<file path="src/rtl/rob_pkg.sv">
// Shared reorder-buffer sizing, instruction type codes and entry layout.
package rob_pkg;
    localparam int ROB_WIDTH = 4;
    localparam int ROB_SIZE  = 1 << ROB_WIDTH;

    typedef logic [ROB_WIDTH-1:0] rob_id_t;
    typedef logic [ROB_WIDTH:0]   rob_cnt_t;

    typedef enum logic [1:0] {
        TYPE_REG = 2'd0,
        TYPE_BR  = 2'd1,
        TYPE_ST  = 2'd2
    } rob_type_e;

    typedef struct packed {
        logic        busy;
        logic        ready;
        rob_type_e   typ;
        logic [4:0]  rd;
        logic [31:0] pc;
        logic        pred_taken;
        logic        taken;
        logic [31:0] val;
    } rob_entry_t;
endpackage

</file>
<file path="src/rtl/rob_search_port.sv">
// Operand search for one port: stored entry state, bypassed by a same-cycle writeback.
// Purely combinational; the ALU bus wins when both buses name the searched entry.
module rob_search_port
    import rob_pkg::*;
(
    input  rob_id_t     search_id_i,
    input  logic        entry_ready_i,
    input  logic [31:0] entry_val_i,
    input  logic        alu_wb_vld_i,
    input  rob_id_t     alu_wb_id_i,
    input  logic [31:0] alu_wb_dat_i,
    input  logic        lsb_wb_vld_i,
    input  rob_id_t     lsb_wb_id_i,
    input  logic [31:0] lsb_wb_dat_i,
    output logic        search_ready_o,
    output logic [31:0] search_val_o
);
    always_comb begin
        search_ready_o = entry_ready_i;
        search_val_o   = entry_val_i;
        if (lsb_wb_vld_i && lsb_wb_id_i == search_id_i) begin
            search_ready_o = 1'b1;
            search_val_o   = lsb_wb_dat_i;
        end
        if (alu_wb_vld_i && alu_wb_id_i == search_id_i) begin
            search_ready_o = 1'b1;
            search_val_o   = alu_wb_dat_i;
        end
    end
endmodule

</file>
<file path="src/rtl/rob.sv">
// In-order reorder buffer: allocate at tail, complete from ALU/LSB buses, retire one per cycle at head.
// Commit/clear outputs are registered one cycle after retirement; rdy_in low freezes all state.
module rob
    import rob_pkg::*;
(
    input  logic        clk_in,
    input  logic        rst_in,
    input  logic        rdy_in,
    input  logic        issue_valid,
    input  logic [1:0]  issue_type,
    input  logic [4:0]  issue_rd,
    input  logic [31:0] issue_pc,
    input  logic        issue_pred_taken,
    output rob_id_t     issue_rob_id,
    output logic        rob_full,
    input  logic        alu_wb_valid,
    input  rob_id_t     alu_wb_rob_id,
    input  logic [31:0] alu_wb_val,
    input  logic        alu_wb_taken,
    input  logic        lsb_wb_valid,
    input  rob_id_t     lsb_wb_rob_id,
    input  logic [31:0] lsb_wb_val,
    input  rob_id_t     search_rob_id_1,
    output logic        search_ready_1,
    output logic [31:0] search_val_1,
    input  rob_id_t     search_rob_id_2,
    output logic        search_ready_2,
    output logic [31:0] search_val_2,
    output logic        commit_ready,
    output logic [4:0]  commit_reg_id,
    output logic [31:0] commit_val,
    output rob_id_t     commit_rob_id,
    output logic        store_commit,
    output logic        clear,
    output logic [31:0] clear_pc
);
    localparam rob_cnt_t FULL_LVL = rob_cnt_t'(ROB_SIZE - 1);

    rob_entry_t  ent_q [ROB_SIZE];
    rob_entry_t  ent_d [ROB_SIZE];
    rob_id_t     head_q, head_d, tail_q, tail_d;
    rob_cnt_t    count_q, count_d;
    logic        commit_ready_q, commit_ready_d;
    logic [4:0]  commit_reg_id_q, commit_reg_id_d;
    logic [31:0] commit_val_q, commit_val_d;
    rob_id_t     commit_rob_id_q, commit_rob_id_d;
    logic        store_commit_q, store_commit_d;
    logic        clear_q, clear_d;
    logic [31:0] clear_pc_q, clear_pc_d;

    rob_entry_t  head_ent;
    logic        do_issue, do_commit, mispredict;

    assign head_ent   = ent_q[head_q];
    assign rob_full   = count_q >= FULL_LVL;
    // The cycle that presents clear is already post-flush; it must not accept new work.
    assign do_issue   = issue_valid && !clear_q && !rob_full;
    assign do_commit  = (count_q != '0) && head_ent.ready && !clear_q;
    assign mispredict = do_commit && (head_ent.typ == TYPE_BR)
                        && (head_ent.taken != head_ent.pred_taken);

    always_comb begin
        ent_d           = ent_q;
        head_d          = head_q;
        tail_d          = tail_q;
        count_d         = count_q;
        commit_ready_d  = 1'b0;
        commit_reg_id_d = '0;
        commit_val_d    = '0;
        commit_rob_id_d = '0;
        store_commit_d  = 1'b0;
        clear_d         = 1'b0;
        clear_pc_d      = '0;

        if (!clear_q) begin
            if (alu_wb_valid && ent_q[alu_wb_rob_id].busy) begin
                ent_d[alu_wb_rob_id].ready = 1'b1;
                ent_d[alu_wb_rob_id].val   = alu_wb_val;
                if (ent_q[alu_wb_rob_id].typ == TYPE_BR)
                    ent_d[alu_wb_rob_id].taken = alu_wb_taken;
            end
            if (lsb_wb_valid && ent_q[lsb_wb_rob_id].busy) begin
                ent_d[lsb_wb_rob_id].ready = 1'b1;
                ent_d[lsb_wb_rob_id].val   = lsb_wb_val;
            end
        end

        if (do_commit) begin
            ent_d[head_q].busy  = 1'b0;
            ent_d[head_q].ready = 1'b0;
            head_d              = head_q + rob_id_t'(1);
            commit_ready_d      = 1'b1;
            commit_reg_id_d     = (head_ent.typ == TYPE_REG) ? head_ent.rd : 5'd0;
            commit_val_d        = head_ent.val;
            commit_rob_id_d     = head_q;
            store_commit_d      = (head_ent.typ == TYPE_ST);
        end

        if (do_issue) begin
            ent_d[tail_q].busy       = 1'b1;
            ent_d[tail_q].ready      = 1'b0;
            ent_d[tail_q].typ        = rob_type_e'(issue_type);
            ent_d[tail_q].rd         = issue_rd;
            ent_d[tail_q].pc         = issue_pc;
            ent_d[tail_q].pred_taken = issue_pred_taken;
            ent_d[tail_q].taken      = 1'b0;
            tail_d                   = tail_q + rob_id_t'(1);
        end

        case ({do_issue, do_commit})
            2'b10:   count_d = count_q + rob_cnt_t'(1);
            2'b01:   count_d = count_q - rob_cnt_t'(1);
            default: count_d = count_q;
        endcase

        // Flush on the retiring edge so the clear cycle already sees an empty buffer.
        if (mispredict) begin
            for (int i = 0; i < ROB_SIZE; i++) begin
                ent_d[i].busy  = 1'b0;
                ent_d[i].ready = 1'b0;
            end
            head_d     = '0;
            tail_d     = '0;
            count_d    = '0;
            clear_d    = 1'b1;
            clear_pc_d = head_ent.taken ? head_ent.val : head_ent.pc + 32'd4;
        end
    end

    always_ff @(posedge clk_in or posedge rst_in) begin
        if (rst_in) begin
            for (int i = 0; i < ROB_SIZE; i++) ent_q[i] <= '0;
            head_q          <= '0;
            tail_q          <= '0;
            count_q         <= '0;
            commit_ready_q  <= 1'b0;
            commit_reg_id_q <= '0;
            commit_val_q    <= '0;
            commit_rob_id_q <= '0;
            store_commit_q  <= 1'b0;
            clear_q         <= 1'b0;
            clear_pc_q      <= '0;
        end else if (rdy_in) begin
            ent_q           <= ent_d;
            head_q          <= head_d;
            tail_q          <= tail_d;
            count_q         <= count_d;
            commit_ready_q  <= commit_ready_d;
            commit_reg_id_q <= commit_reg_id_d;
            commit_val_q    <= commit_val_d;
            commit_rob_id_q <= commit_rob_id_d;
            store_commit_q  <= store_commit_d;
            clear_q         <= clear_d;
            clear_pc_q      <= clear_pc_d;
        end
    end

    assign issue_rob_id  = tail_q;
    assign commit_ready  = commit_ready_q;
    assign commit_reg_id = commit_reg_id_q;
    assign commit_val    = commit_val_q;
    assign commit_rob_id = commit_rob_id_q;
    assign store_commit  = store_commit_q;
    assign clear         = clear_q;
    assign clear_pc      = clear_pc_q;

    rob_search_port u_search_1 (
        .search_id_i    (search_rob_id_1),
        .entry_ready_i  (ent_q[search_rob_id_1].ready),
        .entry_val_i    (ent_q[search_rob_id_1].val),
        .alu_wb_vld_i   (alu_wb_valid),
        .alu_wb_id_i    (alu_wb_rob_id),
        .alu_wb_dat_i   (alu_wb_val),
        .lsb_wb_vld_i   (lsb_wb_valid),
        .lsb_wb_id_i    (lsb_wb_rob_id),
        .lsb_wb_dat_i   (lsb_wb_val),
        .search_ready_o (search_ready_1),
        .search_val_o   (search_val_1)
    );

    rob_search_port u_search_2 (
        .search_id_i    (search_rob_id_2),
        .entry_ready_i  (ent_q[search_rob_id_2].ready),
        .entry_val_i    (ent_q[search_rob_id_2].val),
        .alu_wb_vld_i   (alu_wb_valid),
        .alu_wb_id_i    (alu_wb_rob_id),
        .alu_wb_dat_i   (alu_wb_val),
        .lsb_wb_vld_i   (lsb_wb_valid),
        .lsb_wb_id_i    (lsb_wb_rob_id),
        .lsb_wb_dat_i   (lsb_wb_val),
        .search_ready_o (search_ready_2),
        .search_val_o   (search_val_2)
    );
endmodule

</file>
<file path="config.mk">
export PLATFORM = sky130hd
export DESIGN_NAME = rob
export DESIGN_NICKNAME = d
export VERILOG_FILES = /design/src/rtl/rob_pkg.sv /design/src/rtl/rob_search_port.sv /design/src/rtl/rob.sv
export SDC_FILE = /design/constraint.sdc
export NUM_CORES = 2
export LEC_CHECK = 0
export ABC_AREA = 1
export CORE_ASPECT_RATIO = 1.25
export CORE_MARGIN = 2
export CORE_UTILIZATION = 30
export DETAILED_ROUTE_END_ITERATION = 7
export SLEW_MARGIN = 20
export SYNTH_ARGS = -nofsm -noshare
export SYNTH_HDL_FRONTEND = slang
export SYNTH_SLANG_ARGS = --single-unit
export TNS_END_PERCENT = 30
</file>
<file path="constraint.sdc">
create_clock -name clk_in -period 71 [get_ports clk_in]
set_input_delay 14.2 -clock clk_in [delete_from_list [all_inputs] [get_ports clk_in]]
set_output_delay 14.2 -clock clk_in [all_outputs]
set_load 0.005 [all_outputs]
</file>
# After elaboration in Yosys (flattened, before gate mapping)
# Index checks and enable logic that the tools add are counted.
# W data, S select, Z words.
dict set report word_totals {
  regBits 1289
  in_bits 127
  out_inout_bits 147
  elab_cells 299
}
dict set report classes {
  n_addsub 5
  magnitude_cmp 11
  eq_ne 10
  muxes 103
  n_bitwise 6
  n_reduce_logical 26
}
# operator n
set ops {}
lappend ops {{$bwmux W1200} 14}
lappend ops {{$mux W1200} 7}
lappend ops {{$demux W75 S4} 14}
lappend ops {{$bmux W75 S4} 5}
lappend ops {{$mux W74} 10}
lappend ops {{$mux W75} 6}
lappend ops {{$mux W32} 9}
lappend ops {{$mux W73} 1}
lappend ops {{$mux W71} 1}
lappend ops {{$mux W33} 2}
lappend ops {{$mux W66} 1}
lappend ops {{$mux W34} 1}
lappend ops {{$add A32 B3 Y32 const B} 1}
lappend ops {{$mux W2} 16}
lappend ops {{$ge A5 B5 Y1 const B} 6}
lappend ops {{$not A4 Y5} 6}
lappend ops {{$lt A5 B1 Y1 const B} 4}
lappend ops {{$mux W4} 5}
lappend ops {{$eq A4 B4 Y1} 4}
lappend ops {{$logic_and A1 B1 Y1} 16}
lappend ops {{$mux W5} 3}
lappend ops {{$pmux W5 S2} 1}
lappend ops {{$add A4 B1 Y4 const B} 2}
lappend ops {{$mux W1} 7}
lappend ops {{other kinds (12)} 19}

# Depth between registers and ports, before layout
dict set report depth {
  word_depth 27
  ltp_mapped 23
  depth_no_buf 19
}

# Hierarchy
# A second synthesis with hierarchy kept.
dict set report unflattened {
  hier_cells 13493
  hier_area_um2 86705.7
}
# mod n_inst cells_per_inst area_each_um2 seq_area_each_um2
set by_module_without_submodules {}
lappend by_module_without_submodules {rob 1 12925 83938.0 32255.9}
lappend by_module_without_submodules {rob_search_port 2 284 1383.8 0.0}

# Least setup slack after synthesis
# Ideal clock, no wire load.
dict set report synth_timing {
  path_kind {input -> output}
  from {in search_rob_id_2[1]}
  to {out search_val_2[12]}
  arrival_ps 15832
  path_slack_ps 40968
  stages 12
  n_path_buf 4
  cell_sequence {clkbuf_1 > inv_1 > clkbuf_1 > clkbuf_1 > buf_1 > a21oi_1 > o21ai_0 > nand3_1 > nand3_1 > nand3_1 > a22oi_1 > inv_1}
}
dict set report synth_via {
  elab_chain_len 6
  elab_cells_between_ends 10
  classes_between {eq/ne (2); mux (5); bitwise (1); reduce/logical (2)}
}
# element line_no
set synth_lines {}
lappend synth_lines {{start, declared} rob.sv:26} ;# input rob_id_t search_rob_id_2,
lappend synth_lines {{$not A4 Y5 (not written as such)} rob.sv:184} ;# .entry_val_i (ent_q[search_rob_id_2].val),
lappend synth_lines {{$bmux W75 S4} rob.sv:184}
lappend synth_lines {{$mux W74 (not written as such) (2 in a row)} rob.sv:184}
lappend synth_lines {{$mux W32} rob_search_port.sv:21} ;# if (lsb_wb_vld_i && lsb_wb_id_i == search_id_i) begin
lappend synth_lines {{$mux W32 (*)} rob_search_port.sv:25} ;# if (alu_wb_vld_i && alu_wb_id_i == search_id_i) begin
lappend synth_lines {{end, declared} rob.sv:28} ;# output logic [31:0] search_val_2,
# Every way passes the cells marked *; elsewhere a longest branch is shown, timed or not. The select of a mux whose other input is x is not followed.

# Worst setup path after layout
dict set report layout_timing {
  from {in search_rob_id_1[0]}
  to {out search_val_1[11]}
}
dict set report layout_via {
  elab_chain_len 6
  elab_cells_between_ends 10
  classes_between {eq/ne (2); mux (5); bitwise (1); reduce/logical (2)}
}
# element line_no
set layout_lines {}
lappend layout_lines {{start, declared} rob.sv:23} ;# input rob_id_t search_rob_id_1,
lappend layout_lines {{$not A4 Y5 (not written as such)} rob.sv:170} ;# .entry_val_i (ent_q[search_rob_id_1].val),
lappend layout_lines {{$bmux W75 S4} rob.sv:170}
lappend layout_lines {{$mux W74 (not written as such) (2 in a row)} rob.sv:170}
lappend layout_lines {{$mux W32} rob_search_port.sv:21}
lappend layout_lines {{$mux W32 (*)} rob_search_port.sv:25}
lappend layout_lines {{end, declared} rob.sv:25} ;# output logic [31:0] search_val_1,
# Marks and branches as above.

==> run metrics <==
Pins Over Slew Limit 0; clk sinks 1289; CP Class primary input to output port; DR WL/cell 25.8 µm; Max H-tree Level 4; # nets final 12700; outcome finished clean; R2R setup slack 65.67 ns; IO Pins 274; Rows 219; post-cts gate resize count 0; antenna-violating nets left 0; Buffers on Ports 273; initial core utilization 0.301; # setup viols final 0; Max Clk Rate 30.4 MHz; filler instances 30700; Post-DP HPWL 259000 µm; GRT Total Usage 0.283; maximum VDD drop 29.8 µV; RSZ-0062 raised after global routing false; Final Hold Fails 0; sequential area share after synthesis 0.377; synthesized area 85500 µm²; Num CTS Buffers 158; synth warn 0; Final TNS setup 0 ns; CTS max path bufs 3; root buffer cell clkbuf_16; layout cells sized above 1 0.0466; most common cell after layout, fill and taps aside nand2_1; global-route wire length before repair 609000 µm; Startpoint Class primary input; die span in y 601 µm; worst min path class flip-flop to flip-flop; Tot Pwr 4070 µW; Post-Syn Area per Cell 6.54 µm²; GPL Wtd Cong 0.970; # Post-CTS Setup Buffers 0; Hold-fix buffers, CTS 0; async set-or-reset flop fraction in the synthesized netlist 1.00; WP data arrival 18.66 ns; Area Growth Syn to Fin 11.9%; drt first pass iters 7; total grt overflow 0; EDFF count, synth 0; Slew @ Worst Pin 1.33 ns; die area 289000 µm²; Post-Route WL 424000 µm; synth unique cells 39; Worst Path Required 56.80 ns; Worst setup EP type output port; largest net degree at the start of global routing 213; Yosys reg bits 1289; DRT iter0 DRCs 13600; final period utilization 0.463; relative slew slack 0.109; Reg clk slew, reported paths 0.06 ns; Crit Path Max Fanout 141; Skew-Pair Late Insertion Delay 0.84 ns; Placeable Area 284000 µm²; most frequent cells in the layout 4069 x nand2_1, 1864 x o21ai_0, 1287 x dfrtp_1; top_reg_cell synth dfrtp_1; CTS tree done; Die Span X 481 µm; initial antenna violation count 29; routed vias/inst 5.72; max-cap viol count 0; Clock Skew 0.0442 ns; vias post-DR 94300; Mapped Cells 13100; DRC 0; post-layout min period 32.86 ns; Post-Syn Nets 13200; vias in the first global route 84400; power per cell area 42.6 nW/µm²; Static Leak 0.0430 µW
-- final timing paths --
kind / cells after the start / to / start
max: 11 / search_val_1[11] / search_rob_id_1[0]
min: 2 / clear_pc[30] / clear_pc[30]
max reg2reg: 16 / clear_pc[12] / head_q[1]
min reg2reg: 2 / clear_pc[30] / clear_pc[30]
max in group asynchronous: 8 / ent_q[4] / rst_in
min in group asynchronous: 2 / ent_q[714] / rst_in
-- kinds of logic after synthesis --
family          after synthesis  synth area share
fa+ha+maj                    11           0.00161
flops                      1289             0.377
compound gates             3824             0.244
xor+xnor                      7          0.000717
simple gates               5803             0.275
buf+inv                    2140             0.102
-- flip-flops by register name, indices dropped and copies added, names as in the netlist --
signal and count:
ent_q 1200, clear_pc 32, commit_val 32, commit_reg_id 5, count_q 5, commit_rob_id 4
head_q 4, issue_rob_id 4, clear 1, commit_ready 1, store_commit 1
-- routing by layer --
layer,routed length (µm),track usage,vias to the layer above
met2,180000,0.418,6044
met1,160000,0.358,44300
met4,34100,0.191,12
met3,49800,0.0768,1504
li1,-,-,42400
met5,96,0,-
-- final cells by class --
cell class | count | area (µm²) | area share
multi-input cells | 9645 | 44900 | 0.469
flip-flops and latches | 1289 | 32300 | 0.337
well taps | 3757 | 4700 | 0.0491
clock buffers | 234 | 4650 | 0.0486
repair buffers | 487 | 4490 | 0.0470
inverters | 983 | 3760 | 0.0393
clock inverters | 54 | 850 | 0.00888
diodes | 23 | 57.6 | 0.000602
-- metrics by stage --
| stage | hold slack, ns | worst slack [ns] | instances | util | instance area (µm²) |
|---|---|---|---|---|---|
| 2_1_floorplan | 0.448 | 20.47 | 13100 | - | 85500 |
| 3_3_place_gp | 0.461 | 38.46 | 16200 | 0.317 | 90000 |
| 3_5_place_dp | 0.464 | 38.34 | 16200 | 0.317 | 90000 |
| 4_1_cts | 0.480 | 38.36 | 16400 | 0.336 | 95500 |
| 5_1_grt | 0.490 | 38.09 | 16500 | 0.337 | 95600 |
| 6_report | 0.478 | 38.14 | 16500 | 0.337 | 95700 |
-- cells in the mapped netlist (12+ instances only) --
master,instances,area share
a31oi_1,262,0.019
o22ai_1,50,0.0037
clkinv_1,13,0.00057
o21ai_0,1864,0.11
nor3_1,12,0.00070
a22oi_1,59,0.0052
dfrtp_1,1289,0.38
nand4_1,38,0.0028
a22o_1,44,0.0045
buf_1,83,0.0036
a21oi_1,979,0.057
o211ai_1,355,0.031
o21ai_1,177,0.010
inv_1,953,0.042
a32o_1,19,0.0022
buf_6,28,0.0037
buf_4,43,0.0038
nor2_1,503,0.022
inv_2,17,0.00075
nand2_1,4103,0.18
nand3_1,1109,0.065
buf_2,220,0.013
clkbuf_1,783,0.034
-- power by group --
part	internal [µW]	total, µW	switching [µW]	leakage (µW)
Clock	502	870	368	0.00270
Combinational	594	1900	1310	0.0230
Sequential	1040	1300	262	0.0173
Total	2130	4070	1940	0.0430
-- critical path, cell delays in order --
cell and delay (ns):
clkbuf_8 0.40, inv_8 0.74, buf_4 0.69, o22ai_1 0.15, a21oi_1 0.17, nand4_1 0.11
nor2_2 0.09, buf_4 0.33, inv_2 0.38, o21ai_0 0.61, clkdlybuf4s50_1 0.66
(Power assumes the default switching activity.)
